[src/rtl/axi_wr_arbiter.sv]
// axi_wr_arbiter
//   Two-requester round-robin arbiter in front of a single-beat AXI write
//   master. The winner's address/data/strobes are captured at grant time and
//   presented on AW/W until handshake. The B response (or a timeout) ends the
//   transaction with a one-cycle ack/err pulse to the owner.
//
// Ports
//   clk_domain_a, rst_n          clock, async active-low reset
//   req*/addr*/data*/strb*       requester 0/1 write request and payload
//   ack*/err*                    one-cycle completion pulse, error qualifier
//   m_aw*, m_w*, m_b*            AXI write address/data/response channels
//   grant, busy                  current owner index, transaction in flight
module axi_wr_arbiter #(
    parameter int DATA_WIDTH     = 32,
    parameter int ADDR_WIDTH     = 16,
    parameter int TIMEOUT_CYCLES = 256
) (
    input  logic                      clk_domain_a,
    input  logic                      rst_n,
    input  logic                      req0,
    input  logic                      req1,
    input  logic [ADDR_WIDTH-1:0]     addr0,
    input  logic [ADDR_WIDTH-1:0]     addr1,
    input  logic [DATA_WIDTH-1:0]     data0,
    input  logic [DATA_WIDTH-1:0]     data1,
    input  logic [DATA_WIDTH/8-1:0]   strb0,
    input  logic [DATA_WIDTH/8-1:0]   strb1,
    output logic                      ack0,
    output logic                      ack1,
    output logic                      err0,
    output logic                      err1,
    output logic                      m_awvalid,
    output logic [ADDR_WIDTH-1:0]     m_awaddr,
    input  logic                      m_awready,
    output logic                      m_wvalid,
    output logic [DATA_WIDTH-1:0]     m_wdata,
    output logic [DATA_WIDTH/8-1:0]   m_wstrb,
    input  logic                      m_wready,
    input  logic                      m_bvalid,
    input  logic [1:0]                m_bresp,
    output logic                      m_bready,
    output logic                      grant,
    output logic                      busy
);

    localparam int STRB_W = DATA_WIDTH / 8;
    localparam logic [15:0] CNT_LAST = 16'(TIMEOUT_CYCLES - 1);

    typedef enum logic [1:0] {S_IDLE, S_XFER, S_RESP, S_DONE} state_t;

    state_t              state_q, state_d;
    logic                last_grant_q, last_grant_d;
    logic                grant_q, grant_d;
    logic                busy_q, busy_d;
    logic                awvalid_q, awvalid_d;
    logic                wvalid_q, wvalid_d;
    logic                bready_q, bready_d;
    logic                ack0_q, ack0_d, ack1_q, ack1_d;
    logic                err0_q, err0_d, err1_q, err1_d;
    logic [ADDR_WIDTH-1:0] addr_q, addr_d;
    logic [DATA_WIDTH-1:0] data_q, data_d;
    logic [STRB_W-1:0]   strb_q, strb_d;
    logic [15:0]         cnt_q, cnt_d;

    logic                win;
    logic                to_done;
    logic                done_err;

    always_comb begin
        state_d      = state_q;
        last_grant_d = last_grant_q;
        grant_d      = grant_q;
        busy_d       = busy_q;
        awvalid_d    = awvalid_q;
        wvalid_d     = wvalid_q;
        bready_d     = bready_q;
        addr_d       = addr_q;
        data_d       = data_q;
        strb_d       = strb_q;
        cnt_d        = cnt_q;
        ack0_d       = 1'b0;
        ack1_d       = 1'b0;
        err0_d       = 1'b0;
        err1_d       = 1'b0;
        win          = 1'b0;
        to_done      = 1'b0;
        done_err     = 1'b0;

        case (state_q)
            S_IDLE: begin
                if (req0 || req1) begin
                    // On a tie the requester that did not win last time goes.
                    win          = (req0 && req1) ? ~last_grant_q : req1;
                    grant_d      = win;
                    last_grant_d = win;
                    addr_d       = win ? addr1 : addr0;
                    data_d       = win ? data1 : data0;
                    strb_d       = win ? strb1 : strb0;
                    awvalid_d    = 1'b1;
                    wvalid_d     = 1'b1;
                    busy_d       = 1'b1;
                    cnt_d        = '0;
                    state_d      = S_XFER;
                end
            end
            S_XFER: begin
                cnt_d = cnt_q + 16'd1;
                if (cnt_q == CNT_LAST) begin
                    awvalid_d = 1'b0;
                    wvalid_d  = 1'b0;
                    to_done   = 1'b1;
                    done_err  = 1'b1;
                end else begin
                    // Each channel retires on its own handshake; a channel
                    // already retired counts as complete.
                    awvalid_d = awvalid_q & ~m_awready;
                    wvalid_d  = wvalid_q & ~m_wready;
                    if ((!awvalid_q || m_awready) && (!wvalid_q || m_wready)) begin
                        bready_d = 1'b1;
                        state_d  = S_RESP;
                    end
                end
            end
            S_RESP: begin
                cnt_d = cnt_q + 16'd1;
                // Response beats timeout when both land in the same cycle.
                if (m_bvalid) begin
                    bready_d = 1'b0;
                    to_done  = 1'b1;
                    done_err = (m_bresp != 2'b00);
                end else if (cnt_q == CNT_LAST) begin
                    bready_d = 1'b0;
                    to_done  = 1'b1;
                    done_err = 1'b1;
                end
            end
            S_DONE: begin
                busy_d  = 1'b0;
                state_d = S_IDLE;
            end
            default: state_d = S_IDLE;
        endcase

        if (to_done) begin
            state_d = S_DONE;
            ack0_d  = ~grant_q;
            ack1_d  = grant_q;
            err0_d  = ~grant_q & done_err;
            err1_d  = grant_q & done_err;
        end
    end

    always_ff @(posedge clk_domain_a or negedge rst_n) begin
        if (!rst_n) begin
            state_q      <= S_IDLE;
            last_grant_q <= 1'b1;
            grant_q      <= 1'b0;
            busy_q       <= 1'b0;
            awvalid_q    <= 1'b0;
            wvalid_q     <= 1'b0;
            bready_q     <= 1'b0;
            ack0_q       <= 1'b0;
            ack1_q       <= 1'b0;
            err0_q       <= 1'b0;
            err1_q       <= 1'b0;
            addr_q       <= '0;
            data_q       <= '0;
            strb_q       <= '0;
            cnt_q        <= '0;
        end else begin
            state_q      <= state_d;
            last_grant_q <= last_grant_d;
            grant_q      <= grant_d;
            busy_q       <= busy_d;
            awvalid_q    <= awvalid_d;
            wvalid_q     <= wvalid_d;
            bready_q     <= bready_d;
            ack0_q       <= ack0_d;
            ack1_q       <= ack1_d;
            err0_q       <= err0_d;
            err1_q       <= err1_d;
            addr_q       <= addr_d;
            data_q       <= data_d;
            strb_q       <= strb_d;
            cnt_q        <= cnt_d;
        end
    end

    assign ack0      = ack0_q;
    assign ack1      = ack1_q;
    assign err0      = err0_q;
    assign err1      = err1_q;
    assign m_awvalid = awvalid_q;
    assign m_awaddr  = addr_q;
    assign m_wvalid  = wvalid_q;
    assign m_wdata   = data_q;
    assign m_wstrb   = strb_q;
    assign m_bready  = bready_q;
    assign grant     = grant_q;
    assign busy      = busy_q;

endmodule

[config.mk]
export PLATFORM = sky130hd
export DESIGN_NAME = axi_wr_arbiter
export DESIGN_NICKNAME = d
export VERILOG_FILES = /design/src/rtl/axi_wr_arbiter.sv
export SDC_FILE = /design/constraint.sdc
export NUM_CORES = 1
export LEC_CHECK = 0
export CORE_UTILIZATION = 45
export DETAILED_ROUTE_END_ITERATION = 6
export HOLD_SLACK_MARGIN = 0.15
export PLACE_DENSITY = 0.9
export SYNTH_ARGS = -nofsm -noshare
export SYNTH_HDL_FRONTEND = slang
export SYNTH_SLANG_ARGS = --single-unit
[constraint.sdc]
create_clock -name clk_domain_a -period 3.5 [get_ports clk_domain_a]
set_input_delay 0.525 -clock clk_domain_a [delete_from_list [all_inputs] [get_ports clk_domain_a]]
set_output_delay 0.525 -clock clk_domain_a [all_outputs]
set_load 0.01 [all_outputs]
==> results_dict.tcl <==
set metrics [dict create \
    wl_per_cell_um 14.66 \
    ys_types 35 \
    crit_arrival_ns 2.59 \
    power.leakage_uw 0.002570 \
    setup_viol 0 \
    port_buffers 173 \
    design.die.area_sq_um 8859 \
    synth_top_cell_by_area "dfrtp_1" \
    vias 3339 \
    synthTopCellsByArea "dfrtp_1, mux2i_1, o21ai_0" \
    layout_commonest_cell "clkdlybuf4s50_1" \
    cts_max_level 3 \
    worst_pin_slew_ns 0.9706 \
    worstPathCellList "inv_1 > ha_1 > nor2_1 > nor3_1 > and3_1 > xnor2_1 > nor2_1" \
    hold_viol_final 0 \
    timing.fmax_ghz 0.4149 \
    grt_overflow 0 \
    slew_violations 0 \
    drive_above_1_share_pct 5.100 \
    pwr-share-seq_pct 36.0 \
    post_cts_resize_count 0 \
    avgSynthCellArea_sq_um 10.08 \
    cts_buffer_depth 2 \
    powerDensity_nw_per_um2 723.8 \
    cts_tree "built" \
    max_cap_violations 0 \
    switching_share_pct 35.91 \
    synth_cells 379 \
    worstSetupStartpointType "flip-flop" \
    cp_top_family "simple AND/OR/NAND/NOR gates" \
    ys_ff_latch 80 \
    power_switching_uw 1525 \
    slew_headroom_pct 35.29 \
    path_class "reg -> reg" \
    cts-root-buf "clkbuf_8" \
    cts_setup_buffers 0 \
    pwr-share-clk_pct 17.2 \
    seq_area_frac_synth_pct 52.46 \
    finalCritPeriodShare_pct 68.86 \
    numCtsBuffers 9 \
    antenna_cells 0 \
    path_buf_inv 1 \
    end_kind "flip-flop" \
    syn_nets 498 \
    clk_pin_slew_ns 0.08 \
    r2r_cells 7 \
    outcome "completed" \
    syn_area_sq_um 3819 \
    nets 663 \
    grt_pass1_wl_um 14880 \
    gp_congestion 0.8514 \
    antenna_found_initial 0 \
    cts.sinks 80 \
    rows 33 \
    peakVddDrop_mv 0.3195 \
    ctsHoldBuffers 0 \
    intPower_uw 2722 \
    hold_path_class "in -> async" \
    final.setup.tns_ns 0 \
    area_growth_pct 53.64 \
    rsz0062_at_grt "false" \
    synth_warnings 0 \
    die_x_um 94.12 \
    start_util_pct 46.47 \
    crit_path_max_fanout 13 \
    core-area_sq_um 8217 \
    crit_path_top_delay_cell "nor3_1" \
    drt_iter0_markers 234 \
    ant_nets 0 \
    drc 0 \
    yosysTopAreaCellShare_pct 51.77 \
    grt_max_degree 88 \
    critical-path-max-stage-delay_ns 0.63 \
    worstPathRequired_ns 3.68 \
    clkLatencyLatePin_ns 0.33 \
    drt-total-wl_um 9588 \
    crit_top_cell "nor2_1" \
    dr.pass1.iters 4 \
    ios 174 \
    viasPerCell 5.106 \
    grt_pass1_vias 3156 \
    r2r-end "cnt_q[5]$_DFFE_PN0P_" \
    dieHeight_um 94.12 \
    hpwl_um 7224 \
    final_cell_mix "clkdlybuf4s50_1, dfrtp_1, nand2_1" \
    gr-usage-all-layers_pct 21.82 \
    finClkSkew_ns 0.008477 \
    fin_util_pct 71.40 \
    rr_startpoint "state_q[0]$_DFFE_PN0P_" \
    rrSetupSlack_ns 1.09 \
    fin_crit_ns 2.410 \
    combPwrFrac_pct 46.8 \
]
state kept, by name, summed over array words and instances (netlist names):
register	cells
cnt_q	16
ack1	1
state_q	2
m_wvalid	1
ack0	1
m_wdata	32
grant	1
err0	1
m_bready	1
m_wstrb	4
m_awvalid	1
busy	1
m_awaddr	16
err1	1
last_grant_q	1
stage by stage:
step	setup WS, ns	hold slack [ns]	power, uW	area, sq um	cells
floorplan	1.491	0.2294	2487	3819	379
global placement	1.006	0.4604	3443	5647	638
detailed placement	0.9278	0.4698	3538	5647	638
CTS	1.110	0.3769	4284	5867	654
global route	0.8969	0.4071	4554	5867	654
finish	1.090	0.3531	4246	5867	654
per-layer routing:
metal	up-vias	GRT usage (%)	share of wire [%]
li1	1645	-	-
met1	1564	26.75	42
met2	122	38.63	51
met3	8	4.045	6.3
met4	0	6.923	1.2
met5	-	0	0
synth_stat cells, drive strengths merged:
cell type and count:
dfrtp 79, nand2 65, o21ai 61, mux2i 53, nor2 21, clkbuf 16, nand3 8, xor2 8
inv 7, a21oi 6, and3 6, buf 6, ha 6, nand4 5, xnor2 5, nor3 3
or4 3, a21boi 2, a22o 2, a22oi 2, nor3b 2, nor4 2, o31ai 2, or3b 2
a211o 1, a31oi 1, a32o 1, and4 1, dfstp 1, o22ai 1, o32a 1
kinds of logic after synthesis:
logic type	synth area share, %
DFF	52.46
xor gates and xnor gates	2.982
adders and majority gates	1.966
muxes	13.89
AOI/OAI and AO/OA	11.60
and+or+nand+nor	14.06
buffers and inverters	3.047
power groups by stage:
stage / clock network (uW) / logic, uW / registers, uW
final: 731 / 1990 / 1530
after global routing: 796 / 2180 / 1570
after CTS: 753 / 2000 / 1530
after detailed placement: 0 / 2000 / 1540
after global placement: 0 / 1930 / 1520
after floorplan: 0 / 821 / 1670
worst max path at each step:
stage	start	to	slack (ns)	cells after the start
CTS	state_q[0]$_DFFE_PN0P_	cnt_q[5]$_DFFE_PN0P_	1.11	7
detailed placement	req0	cnt_q[11]$_DFFE_PN0P_	0.93	6
floorplan	state_q[0]$_DFFE_PN0P_	cnt_q[5]$_DFFE_PN0P_	1.49	8
finish	state_q[0]$_DFFE_PN0P_	cnt_q[5]$_DFFE_PN0P_	1.09	7
global route	state_q[0]$_DFFE_PN0P_	cnt_q[13]$_DFFE_PN0P_	0.90	7
global placement	req0	cnt_q[5]$_DFFE_PN0P_	1.01	6
cell type report:
class                           instances  area (sq um)
Fill cell                             583          2350
Sequential cell                        80          2003
Timing Repair Buffer                  176          1764
Tap cell                              105         131.4
Multi-Input combinational cell        270          1722
Clock buffer                           10         127.6
Clock inverter                          6         92.59
Inverter                                7         26.28
Note: power is estimated with default switching activity, not from simulation.
